$ cat src/rtl/rom_sqrt_arbiter.sv
// -----------------------------------------------------------------------------
// rom_sqrt_arbiter
//
// Shares one single-port, synchronous-read square-root lookup ROM between
// NUM_REQ requesters. Each requester has a valid/ready request channel. A
// round-robin arbiter grants at most one request per cycle. The ROM access is
// fully pipelined. Results come back on one shared data bus, with a one-hot
// strobe that identifies the requester.
//
// Parameters
//   NUM_REQ      number of requesters (2..8)
//   ADDR_WIDTH   ROM address width
//   DATA_WIDTH   ROM data width
//   ROM_LATENCY  ROM read latency in clocks (1 = no ROM output reg, 2 = reg)
//
// Ports
//   clk          system clock
//   rst_n        asynchronous reset, active low
//   en           1 = grants allowed; 0 = no new grants, pipeline drains
//   req_valid    request valid, one bit per requester
//   req_addr     request addresses, requester i at [i*ADDR_WIDTH +: ADDR_WIDTH]
//   req_ready    grant, one-hot or zero (combinational)
//   rsp_valid    one-hot, 1-cycle response strobe
//   rsp_data     sqrt result, held between responses
//   rom_addr     registered ROM address
//   rom_rd_data  ROM read data
// -----------------------------------------------------------------------------
module rom_sqrt_arbiter #(
    parameter int NUM_REQ     = 4,
    parameter int ADDR_WIDTH  = 8,
    parameter int DATA_WIDTH  = 8,
    parameter int ROM_LATENCY = 1
) (
    input  logic                          clk,
    input  logic                          rst_n,
    input  logic                          en,
    input  logic [NUM_REQ-1:0]            req_valid,
    input  logic [NUM_REQ*ADDR_WIDTH-1:0] req_addr,
    output logic [NUM_REQ-1:0]            req_ready,
    output logic [NUM_REQ-1:0]            rsp_valid,
    output logic [DATA_WIDTH-1:0]         rsp_data,
    output logic [ADDR_WIDTH-1:0]         rom_addr,
    input  logic [DATA_WIDTH-1:0]         rom_rd_data
);

    localparam int ID_W   = (NUM_REQ > 1) ? $clog2(NUM_REQ) : 1;
    // One stage covers the address register. The remaining ROM_LATENCY
    // stages track the ROM's own read latency.
    localparam int STAGES = ROM_LATENCY + 1;

    // Requester index (p + k) mod NUM_REQ. This wraps correctly for
    // requester counts that are not a power of two.
    function automatic logic [ID_W-1:0] wrap_add(input logic [ID_W-1:0] p,
                                                 input int unsigned     k);
        int unsigned s;
        s = 32'(p) + k;
        return ID_W'(s % NUM_REQ);
    endfunction

    logic [ID_W-1:0]    rr_ptr;
    logic [ID_W-1:0]    gnt_id;
    logic               gnt_any;
    logic [NUM_REQ-1:0] grant;

    logic [STAGES-1:0]  tag_vld;
    logic [ID_W-1:0]    tag_id [STAGES];

    // -------------------------------------------------------------------------
    // Round-robin search. It starts one past the last granted requester.
    // It depends only on req_valid, en and registered state, so there is no
    // path from req_ready back into itself.
    // -------------------------------------------------------------------------
    always_comb begin
        grant   = '0;
        gnt_id  = '0;
        gnt_any = 1'b0;
        if (rst_n && en) begin
            for (int unsigned k = 1; k <= NUM_REQ; k++) begin
                if (!gnt_any && req_valid[wrap_add(rr_ptr, k)]) begin
                    grant[wrap_add(rr_ptr, k)] = 1'b1;
                    gnt_id                     = wrap_add(rr_ptr, k);
                    gnt_any                    = 1'b1;
                end
            end
        end
    end

    assign req_ready = grant;

    // A grant is issued only to a valid requester.
    // The handshake is therefore the same as gnt_any.
    always_ff @(posedge clk or negedge rst_n) begin
        if (!rst_n) begin
            rr_ptr   <= ID_W'(NUM_REQ - 1);
            rom_addr <= '0;
        end else if (gnt_any) begin
            rr_ptr   <= gnt_id;
            rom_addr <= req_addr[32'(gnt_id)*ADDR_WIDTH +: ADDR_WIDTH];
        end
    end

    // -------------------------------------------------------------------------
    // Tag pipeline. The tags run alongside the ROM access, so that each
    // result is steered to the requester that issued it.
    // -------------------------------------------------------------------------
    always_ff @(posedge clk or negedge rst_n) begin
        if (!rst_n) begin
            tag_vld <= '0;
            for (int unsigned s = 0; s < STAGES; s++) begin
                tag_id[s] <= '0;
            end
        end else begin
            tag_vld   <= {tag_vld[STAGES-2:0], gnt_any};
            tag_id[0] <= gnt_any ? gnt_id : '0;
            for (int unsigned s = 1; s < STAGES; s++) begin
                tag_id[s] <= tag_id[s-1];
            end
        end
    end

    // -------------------------------------------------------------------------
    // Output stage. The last tag stage lines up with valid ROM read data.
    // -------------------------------------------------------------------------
    always_ff @(posedge clk or negedge rst_n) begin
        if (!rst_n) begin
            rsp_valid <= '0;
            rsp_data  <= '0;
        end else begin
            rsp_valid <= '0;
            if (tag_vld[STAGES-1]) begin
                rsp_valid[tag_id[STAGES-1]] <= 1'b1;
                rsp_data                    <= rom_rd_data;
            end
        end
    end

endmodule

$ cat config.mk
export PLATFORM = sky130hd
export DESIGN_NAME = rom_sqrt_arbiter
export DESIGN_NICKNAME = d
export VERILOG_FILES = /design/src/rtl/rom_sqrt_arbiter.sv
export SDC_FILE = /design/constraint.sdc
export NUM_CORES = 1
export LEC_CHECK = 0
export BUFFER_PORTS_ARGS = -buffer_cell sky130_fd_sc_hd__buf_4
export CAP_MARGIN = 20
export CORE_ASPECT_RATIO = 1.75
export CORE_UTILIZATION = 49
export DETAILED_ROUTE_END_ITERATION = 10
export HOLD_SLACK_MARGIN = 0.03
export PLACE_DENSITY = 0.8
export SETUP_SLACK_MARGIN = 0.5
export SLEW_MARGIN = 15
export SYNTH_ARGS = -nofsm -noshare
export SYNTH_HDL_FRONTEND = slang
export SYNTH_SLANG_ARGS = --single-unit
$ cat constraint.sdc
create_clock -name clk -period 3.1 [get_ports clk]
set_clock_uncertainty 0.05 [all_clocks]
set_input_delay 0.155 -clock clk [delete_from_list [all_inputs] [get_ports clk]]
set_output_delay 0.155 -clock clk [all_outputs]
set_load 0.1 [all_outputs]
# After elaboration in Yosys (flattened, before gate mapping)
# Cells that the tools add are included.
# W data, S select, Z words.
# op_classes
reduce_logical,12
muxes,41
n_bitwise,3
add_sub_neg,4
n_shift,1
magnitude_cmp,10
# op_table
op,n
$mux W4,9
$shiftx A32 B6 Y8,1
$mux W1,17
$lt A2 B3 Y1 const B,5
$mux W2,6
$or A4 B4 Y4,3
$demux W1 S2,5
$ge A2 B1 Y1 const B,5
$logic_and A1 B1 Y1,9
$bmux W1 S2,4
$add A2 B1 Y2 const B,2
$add A2 B2 Y2 const B,2
$logic_not A1 Y1,3
# word_totals
out_inout_bits,24
word_cells,78
inputBits,47
register_bits,28

# Longest topological paths before layout
# Gate-level depths: netlist of the first run.
# depth
depth_word,18
mapped_depth,12

# Least setup slack after synthesis of the first run
# OpenSTA, ideal clock, no wires.
# synth_timing
kind,flip-flop to output port
startpoint,register rr_ptr[1]
endpoint,output req_ready[1]
t_required_ns,2.895
stages_incl_launch_ff,11
arrival_ns,3.906
path_slack_ns,-1.011
path_cell_list,dfstp_2 buf_6 inv_1 ha_1 clkbuf_1 mux2_2 nand2_1 o21ai_0 a211oi_1 a222oi_1 a21oi_1
# synth_between
elab_chain_len,17
elab_cells_between_ends,55
cone_classes,add/sub (4); order compare (8); mux (30); bitwise (3); reduce/logical (10)
# synth_rtl
item,line,rtl
from (decl),60,logic [ID_W-1:0] rr_ptr;
from (signal assigned),94,rr_ptr <= ID_W'(NUM_REQ - 1);
from (signal assigned),97,rr_ptr <= gnt_id;
branches (longest 15 deep; another with $lt A2 B3 Y1),-,
$mux W4 *,79,"if (!gnt_any && req_valid[wrap_add(rr_ptr, k)]) begin"
$mux W4 *,77,if (rst_n && en) begin
to (decl),39,"output logic [NUM_REQ-1:0] req_ready,"
# Mark *: on every way between the ends. The select of a mux whose other input is x is not followed.

# Worst setup path after layout of the first run
# Same ends and word-level chain as after synthesis.

==> results.toml, run 1 <==
[synthesis]
synthAdderAreaFrac = 0.0553
synth_edf_count = 0
avgSynthCellArea_um2 = 11.5
async_flop_share = 1.00
synth_seq_area_share = 0.388
synth.area.mux_share = 0.258
yosys-top-cells-area = "dfrtp_1 (36%), mux2i_1 (14%), mux2_2 (11%), ha_1 (5.5%), dfstp_2 (2.9%)"
largest_family_of_logic_cells_by_synthesized_area = "multiplexers"
yosysUniqueCellTypes = 39
mappedNetlistNets = 212
synthDominantCellAreaShare = 0.359
yosysWarnings = 0
number_of_flip_flops_and_latches_in_the_synthesized_netlist = 28
ys.flop_type = "dfrtp_1"
syn_inst = 157
yosys.area_share.xor_xnor = 0
post_synth_instance_area_um2 = 1810
synth-compound-area-share = 0.122
synth_top_area_cell = "dfrtp_1"
synth_simple_gate_area_frac = 0.102

[sta]
drv_slew = 0
setup_viol_count_final = 0
setup-tns-final_ns = 0
slew_headroom = 0.647
hold_viol_final = 0
period_utilization_post_route = 0.894
fmax_mhz = 361
final_period_minus_worst_setup_slack_ns = 2.77
timing_worst_slew_pin_value_ns = 0.528
rsz_0062_raised_after_global_routing = "true"

[worst_setup_path]
worstSetupEndpointType = "output port"
arrival_time_of_the_worst_setup_path_ns = 2.57
setup.worst_path.start_class = "register"
ff2ff_path_depth = 9
path_cells = "inv_6 -> ha_4 -> mux2_4 -> nand2_4 -> o21ai_4 -> a211oi_4 -> a222oi_1 -> a21oi_4 -> buf_12"
cell_type_group_with_the_largest_total_delay_on_the_critical_path = "compound AO/OA/AOI/OAI gates"
crit_path_max_fanout = 8
path_buf_inv = 2
r2r_start = "rr_ptr[1]$_DFFE_PN1P_"
worst_path_max_delay_cell = "dfstp_2"
critical-path-max-stage-delay_ns = 0.59
cp_data_required_time_ns = 2.89
timing.setup.critical_path_class = "reg -> out"
r2r_end = "rom_addr[1]$_DFFE_PN0P_"
rrSetupSlack_ns = 0.50

[drt]
via_per_inst = 5.64
drt-wirelength-per-cell_um = 17.1
first_iter_violations = 59
post-route-drc-count = 0
vias = 1556
routed_wl_mm = 4.73
detailedRoute.firstPassIterationCount = 4
ant_nets = 0

[layout]
seq_area_um2 = 703
fill_cells = 232
commonest_non_fill_non_tap_cell_in_the_layout = "buf_4"
layout-drive-gt1-share = 0.532
finalNetCount = 287
layout_common_cells = "buf_4 (73), dfrtp_1 (26), mux2i_1 (24), mux2_2 (14), nand2_1 (9)"
multiInputGateArea_um2 = 1080
syn2layout_area_growth_pct = 45.3
antennaDiodeCount = 0

[hold_path]
min_path_cells = 2
hold_start = "rom_rd_data[2]"
hold_path_end = "rsp_data[2]$_DFFE_PN0P_"
min_path_type = "in -> reg"

[power]
pwr-share-clk = 0.117
net_switching_power_figure_w = 0.00125
power_report.internal_total_w = 0.00120
p_per_area_nw_per_um2 = 934
sw_frac = 0.511
finalPower_w = 0.00246
power_leakage_nw = 1.28
power.share.combinational = 0.666
vdd.ir_drop.worst_v = 0.00102
p_seq_frac = 0.217

[global_routing]
grt_pass1_wl_mm = 7.26
grt_overflow_total = 0
met3_usage = 0.0239
busiest_grt_layer = "met2"
gr-usage-met1 = 0.311
antenna_found_initial = 0
via_count_of_the_first_global_routing_pass = 1620
groute.usage.overall = 0.259
met2_usage = 0.453
largest_net_degree_at_the_start_of_global_routing = 27

[clocking]
cts-root-to-sink-buffers = 2
root_buffer = "clkbuf_8"
clk-insertion-delay-late_ns = 0.28
cts_made_buffers = 3
cts.reportedPaths.clkPinSlew_ns = 0.09
cts_tree = "built"
cts_max_level = 1
clock_sinks = 28

[job]
drv.max_cap_violation_count = 0

[floorplanning]
number_of_top_level_design_ports = 71
die_y_um = 82.4
die_span_in_x_um = 48.0
design.die.area_um2 = 3950
area_inside_the_core_boundary_um2 = 3470
initial_utilization = 0.522
floorplan.rows = 28

[status]
status = "completed"

[place]
dp_hpwl_mm = 3.32
io_buffer_count = 70
globalplace.congestion = 0.957
-- per-layer routing --
metal / wire (um) / vias to the layer above / share of wire
met3: 250 / 13 / 0.053
met2: 2600 / 73 / 0.55
met1: 1760 / 751 / 0.37
met5: 0 / - / 0
met4: 115 / 0 / 0.024
li1: - / 719 / -
-- power groups by stage --
stage	registers [W]	clock network [W]	logic [W]
6_report	0.000532	0.000288	0.00164
5_1_grt	0.000542	0.000303	0.00170
4_1_cts	0.000530	0.000291	0.00157
3_5_place_dp	0.000556	0	0.00145
3_3_place_gp	0.000553	0	0.00141
2_1_floorplan	0.00100	0	0.000736
-- timing repair --
action	in CTS	in global routing
endpoints found under the setup margin	12	12
pin swaps	4	1
cloned	0	1
hold buffers	2	0
buffers inserted	3	2
endpoints found under the hold margin	26	0
resized for setup	15	10
-- worst max-delay path by stage --
stage | from | endpoint | slack, ns | cells past startpoint
2_1_floorplan | rr_ptr[1]$_DFFE_PN1P_ | req_ready[1] | 0.31 | 10
3_3_place_gp | rr_ptr[1]$_DFFE_PN1P_ | req_ready[1] | 0.38 | 9
3_5_place_dp | rr_ptr[1]$_DFFE_PN1P_ | rom_addr[2]$_DFFE_PN0P_ | 0.29 | 9
4_1_cts | rr_ptr[1]$_DFFE_PN1P_ | req_ready[1] | 0.36 | 7
5_1_grt | rr_ptr[1]$_DFFE_PN1P_ | req_ready[1] | 0.29 | 9
6_report | rr_ptr[1]$_DFFE_PN1P_ | req_ready[1] | 0.33 | 9
-- final cells by class --
type / count / share of cell area
clock buffers: 3 / 0.0157
well taps: 45 / 0.0214
inverters: 5 / 0.00999
flip-flops and latches: 28 / 0.267
repair buffers: 82 / 0.263
clock inverters: 1 / 0.0114
multi-input cells: 112 / 0.411
-- sequential cells by signal (all words and copies together), names as in the netlist --
register,cells
tag_vld,2
tag_id,4
rr_ptr,2
rom_addr,8
rsp_data,8
rsp_valid,4
-- cells by family (layout without fill, tap and decap cells) --
group                    after synthesis  count (layout)
buffers and inverters                 17              91
multiplexers                          44              44
AO/OA/AOI/OAI                         27              27
AND/OR/NAND/NOR                       33              33
flip-flops                            28              28
adder cells (fa/ha/maj)                8               8
-- synth_stat cells (2+ instances only) --
master,instances
mux2i_1,26
a221oi_1,2
nor2_1,7
mux2_2,17
a31oi_1,2
dfstp_2,2
inv_1,5
clkbuf_8,3
buf_6,3
a21oi_1,7
nor3b_1,2
or3b_1,2
a222oi_1,4
clkbuf_1,3
nor3_1,2
nand3b_1,4
ha_1,8
o21ai_0,3
nand2_1,10
dfrtp_1,26
-- stage by stage --
| stage | std cells | hold WS [ns] | util | instance area, um^2 | setup slack, ns |
|---|---|---|---|---|---|
| 6_report | 276 | 0.0537 | 0.758 | 2630 | 0.329 |
| 3_3_place_gp | 264 | 0.0414 | 0.689 | 2390 | 0.383 |
| 2_1_floorplan | 157 | -0.191 | - | 1910 | 0.308 |
| 3_5_place_dp | 264 | 0.0485 | 0.689 | 2390 | 0.285 |
| 5_1_grt | 276 | 0.0478 | 0.758 | 2630 | 0.285 |
| 4_1_cts | 273 | 0.0521 | 0.743 | 2580 | 0.356 |
(Power assumes the default switching activity.)
==> run 2: changes to the inputs <==
--- a/config.mk
+++ b/config.mk
@@ -8,4 +8,5 @@
 export BUFFER_PORTS_ARGS = -buffer_cell sky130_fd_sc_hd__buf_4
-export CAP_MARGIN = 20
+export CAP_MARGIN = 10
 export CORE_ASPECT_RATIO = 1.75
+export CORE_MARGIN = 1.5
 export CORE_UTILIZATION = 49
--- a/constraint.sdc
+++ b/constraint.sdc
@@ -4,2 +4,2 @@
 set_output_delay 0.155 -clock clk [all_outputs]
-set_load 0.1 [all_outputs]
+set_load 0.01 [all_outputs]
==> results.toml, run 2 (same netlist as run 1, synthesis figures left out) <==
[layout]
final_cell_area_um2 = 2560
fin_cells = 278
reg.largest.list = "rom_addr (8), rsp_data (8)"
layout-drive-gt1-share = 0.517
syn2layout_area_growth_pct = 41.7
commonest_non_fill_non_tap_cell_in_the_layout = "buf_4"
antennaDiodeCount = 0
finalNetCount = 288
layout_common_cells = "buf_4 (78), dfrtp_1 (26), mux2i_1 (24), mux2_2 (12), nand2_1 (9)"

[hold_path]
min_path_type = "in -> reg"
hold_start = "rom_rd_data[4]"
min_path_cells = 2
hold_path_end = "rsp_data[4]$_DFFE_PN0P_"

[place]
io_buffer_count = 70
globalplace.congestion = 0.819
placed_cells_incl_taps = 265
placed_area_um2 = 2350
dp_hpwl_mm = 3.22
pre_cts_ws_ns = 0.341

[floorplanning]
die_y_um = 83.4
initial_utilization = 0.504
number_of_top_level_design_ports = 71
die_span_in_x_um = 49.0
floorplan.rows = 29
design.die.area_um2 = 4080
area_inside_the_core_boundary_um2 = 3590

[drt]
first_iter_violations = 53
vias = 1535
ant_nets = 0
drt-wirelength-per-cell_um = 15.8
post-route-drc-count = 0
via_per_inst = 5.52
routed_wl_mm = 4.39
detailedRoute.firstPassIterationCount = 5

[power]
net_switching_power_figure_w = 0.000680
finalPower_w = 0.00188
power_report.internal_total_w = 0.00120
power_leakage_nw = 1.28
power.share.combinational = 0.570
p_per_area_nw_per_um2 = 734
pwr-share-clk = 0.147
vdd.ir_drop.worst_v = 0.000504
sw_frac = 0.361
p_seq_frac = 0.283

[sta]
final_period_minus_worst_setup_slack_ns = 2.72
rsz_0062_raised_after_global_routing = "true"
hold_viol_final = 0
fmax_mhz = 368
slew_headroom = 0.719
worst_slack_ns = 0.384
setup_viol_count_final = 0
setup-tns-final_ns = 0
drv_slew = 0
timing_worst_slew_pin_value_ns = 0.411
period_utilization_post_route = 0.876

[worst_setup_path]
arrival_time_of_the_worst_setup_path_ns = 2.51
cp_data_required_time_ns = 2.89
rrSetupSlack_ns = 0.40
setup.worst_path.start_class = "register"
r2r_start = "rr_ptr[1]$_DFFE_PN1P_"
ff2ff_path_depth = 11
crit_path_max_fanout = 6
timing.setup.critical_path_class = "reg -> out"
worstSetupEndpointType = "output port"
r2r_end = "rom_addr[4]$_DFFE_PN0P_"

[job]
drv.max_cap_violation_count = 0

[status]
status = "completed"

[clocking]
clk-insertion-delay-late_ns = 0.27
cts.reportedPaths.clkPinSlew_ns = 0.09
cts_max_level = 1
root_buffer = "clkbuf_8"
cts_tree = "built"
cts_made_buffers = 3
clock_sinks = 28
cts-root-to-sink-buffers = 2

[global_routing]
via_count_of_the_first_global_routing_pass = 1685
antenna_found_initial = 0
groute.usage.overall = 0.223
grt_pass1_wl_mm = 7.33
largest_net_degree_at_the_start_of_global_routing = 31
grt_overflow_total = 0
run 2: changes by cell type in the layout (fill, tap and decap cells not counted), sizes merged:
| cell | previous run | this run |
|---|---|---|
| buf | 81 | 82 |
run 2: critical path, stage by stage, from the launching register on:
cell and delay (ns):
dfstp_4 0.65, inv_6 0.04, ha_4 0.24, buf_6 0.12, and3b_1 0.17, o211ai_1 0.25
nand2_1 0.17, a222oi_1 0.35, a21oi_1 0.11, buf_4 0.15
run 2: worst max-delay path by stage:
stage                               start                       to  cells past startpoint
floorplan           rr_ptr[1]$_DFFE_PN1P_  rom_addr[7]$_DFFE_PN0P_                     11
CTS                 rr_ptr[1]$_DFFE_PN1P_             req_ready[3]                      9
detailed placement  rr_ptr[1]$_DFFE_PN1P_             req_ready[1]                      9
finish              rr_ptr[1]$_DFFE_PN1P_             req_ready[1]                      9
global route        rr_ptr[1]$_DFFE_PN1P_             req_ready[1]                      9
global placement    rr_ptr[1]$_DFFE_PN1P_             req_ready[1]                      9
run 2: timing repair:
item | CTS | global route
gates cloned | 1 | 0
buffers inserted | 5 | 2
pin swaps | 6 | 5
resized for setup | 13 | 5
hold endpoints to repair | 26 | 0
hold buffers | 1 | 0
setup endpoints to repair | 12 | 12
run 2: metrics by stage:
step,utilization,hold WS (ns)
global placement,0.655,0.0454
CTS,0.703,0.0596
finish,0.714,0.0621
floorplan,-,-0.191
detailed placement,0.655,0.0480
global route,0.714,0.0588
run 2: cell type report:
type                       instances  area, um^2
multi-input combinational        112        1060
timing repair buffer              83         649
tap                               46        57.6
clock inverter                     1        30.0
sequential                        28         707
inverter                           5        23.8
clock buffer                       3        41.3
fill                             269        1030
run 2: metal layers:
metal / part of all wire / GRT usage
met1: 0.35 / 0.237
met2: 0.60 / 0.448
met3: 0.043 / 0.0180
met4: 0.0052 / 0.0623
met5: 0 / 0
run 2: power by group through the flow:
stage                     combinational (W)  clock (W)  sequential [W]
after floorplan                    0.000591          0        0.000563
after global placement             0.000838          0        0.000549
after detailed placement           0.000858          0        0.000555
after CTS                           0.00103   0.000282        0.000531
after global routing                0.00115   0.000295        0.000547
final                               0.00107   0.000277        0.000532
==> run 3: changes to the inputs <==
CORE_MARGIN = unset   (was 1.5)
==> results.toml, run 3 (same netlist as run 1, synthesis figures left out) <==
[clocking]
cts_made_buffers = 3
cts_tree = "built"
cts_max_level = 1
cts-root-to-sink-buffers = 2
clk-insertion-delay-late_ns = 0.28
cts.reportedPaths.clkPinSlew_ns = 0.09
clock_sinks = 28
root_buffer = "clkbuf_8"

[drt]
detailedRoute.firstPassIterationCount = 4
first_iter_violations = 60
vias = 1595
post-route-drc-count = 0
via_per_inst = 5.68
routed_wl_mm = 4.76
drt-wirelength-per-cell_um = 17.0
ant_nets = 0

[layout]
multiInputGateArea_um2 = 1040
syn2layout_area_growth_pct = 41.3
layout_common_cells = "buf_4 (84), dfrtp_1 (26), mux2i_1 (24), mux2_2 (16), nand2_1 (9)"
seq_area_um2 = 703
final_cell_area_um2 = 2560
reg.largest.list = "rom_addr (8), rsp_data (8)"
commonest_non_fill_non_tap_cell_in_the_layout = "buf_4"
fill_cells = 236
layout-drive-gt1-share = 0.525
antennaDiodeCount = 0
finalNetCount = 292

[place]
io_buffer_count = 70
placed_area_um2 = 2340
globalplace.congestion = 0.869
dp_hpwl_mm = 3.37

[global_routing]
met2_usage = 0.445
grt_pass1_wl_mm = 6.84
via_count_of_the_first_global_routing_pass = 1534
groute.usage.overall = 0.244
met3_usage = 0.0304
gr-usage-met1 = 0.271
largest_net_degree_at_the_start_of_global_routing = 31
grt_overflow_total = 0
busiest_grt_layer = "met2"
antenna_found_initial = 0

[worst_setup_path]
cell_type_group_with_the_largest_total_delay_on_the_critical_path = "compound AO/OA/AOI/OAI gates"
cp_data_required_time_ns = 2.89
worstSetupEndpointType = "output port"
worst_path_max_delay_cell = "dfstp_2"
crit_path_max_fanout = 5
timing.setup.critical_path_class = "reg -> out"
path_cells = "inv_6 -> ha_4 -> buf_6 -> and3b_1 -> o211ai_1 -> nand2_1 -> a222oi_1 -> a21oi_1 -> buf_4"
path_buf_inv = 3
setup.worst_path.start_class = "register"
arrival_time_of_the_worst_setup_path_ns = 2.45
critical-path-max-stage-delay_ns = 0.58

[sta]
rsz_0062_raised_after_global_routing = "true"
hold_viol_final = 0
fmax_mhz = 376
slew_headroom = 0.712
whs_ns = 0.0602
timing_worst_slew_pin_value_ns = 0.431
final_period_minus_worst_setup_slack_ns = 2.66
setup-tns-final_ns = 0
period_utilization_post_route = 0.857
drv_slew = 0
setup_viol_count_final = 0

[job]
drv.max_cap_violation_count = 0

[hold_path]
min_path_type = "in -> reg"

[power]
power_leakage_nw = 1.28
p_per_area_nw_per_um2 = 746
vdd.ir_drop.worst_v = 0.000513

[floorplanning]
initial_utilization = 0.522
die_y_um = 82.4
number_of_top_level_design_ports = 71
area_inside_the_core_boundary_um2 = 3470
die_span_in_x_um = 48.0
design.die.area_um2 = 3950
floorplan.rows = 28

[status]
status = "completed"
run 3: cell types whose count changed in the layout (fill, tap and decap cells not counted):
cell     delta
buf_4       +6
mux2_2      +4
mux2_4      -4
buf_12      -1
buf_6       -1
dfstp_2     +1
dfstp_4     -1
inv_2       -1
inv_4       +1
mux2i_2     +1
mux2i_4     -1
nand2_2     -1
nand2_4     +1
run 3: final timing paths:
kind,startpoint,end,slack (ns),cells after the start
setup / recovery,rr_ptr[1]$_DFFE_PN1P_,req_ready[1],0.44,9
hold / removal,rom_rd_data[6],rsp_data[6]$_DFFE_PN0P_,0.06,2
setup reg to reg,rr_ptr[0]$_DFFE_PN1P_,rom_addr[7]$_DFFE_PN0P_,0.48,9
hold reg to reg,tag_vld[0]$_DFF_PN0_,tag_vld[1]$_DFF_PN0_,0.31,0
max in group asynchronous,rst_n,rr_ptr[1]$_DFFE_PN1P_,2.41,2
min in group asynchronous,rst_n,rom_addr[2]$_DFFE_PN0P_,0.27,2
run 3: what timing repair did:
item                                    4_1_cts  5_1_grt
endpoints found under the hold margin        26        0
buffers inserted                              9        3
gates resized for setup                       9        3
hold buffers                                  1        0
endpoints found under the setup margin       12       12
pin swaps                                     7        6
run 3: stage by stage:
stage	cells	util	power [W]	setup WS, ns
finish	281	0.737	0.00191	0.442
global route	281	0.737	0.00200	0.345
CTS	278	0.727	0.00185	0.474
detailed placement	264	0.674	0.00141	0.211
global placement	264	0.674	0.00137	0.281
floorplan	157	-	0.00115	0.476
run 3: worst reg2reg max path, cell delays in order, from the launching register on:
cell and delay [ns]:
dfstp_2 0.57, inv_4 0.06, ha_4 0.30, mux2i_2 0.34, a2111oi_2 0.15, nor3_4 0.24, buf_4 0.23, mux2i_1 0.21
mux2i_1 0.10, mux2_4 0.26
run 3: final cells by class:
type | instances | share of cell area
repair buffers | 87 | 0.259
well taps | 45 | 0.0220
clock inverters | 1 | 0.0117
clock buffers | 3 | 0.0161
flip-flops and latches | 28 | 0.275
multi-input cells | 112 | 0.406
inverters | 5 | 0.0103
run 3: power by group:
group / switching (W) / internal, W / leakage [nW]
combinational: 0.000528 / 0.000564 / 0.898
sequential: 0.0000653 / 0.000466 / 0.343
clock: 0.000112 / 0.000173 / 0.0357
run 3: per-layer routing:
metal  part of all wire  wire [um]
met2               0.55       2620
met3              0.056        269
met4              0.021        101
met1               0.37       1770
met5                  0          0
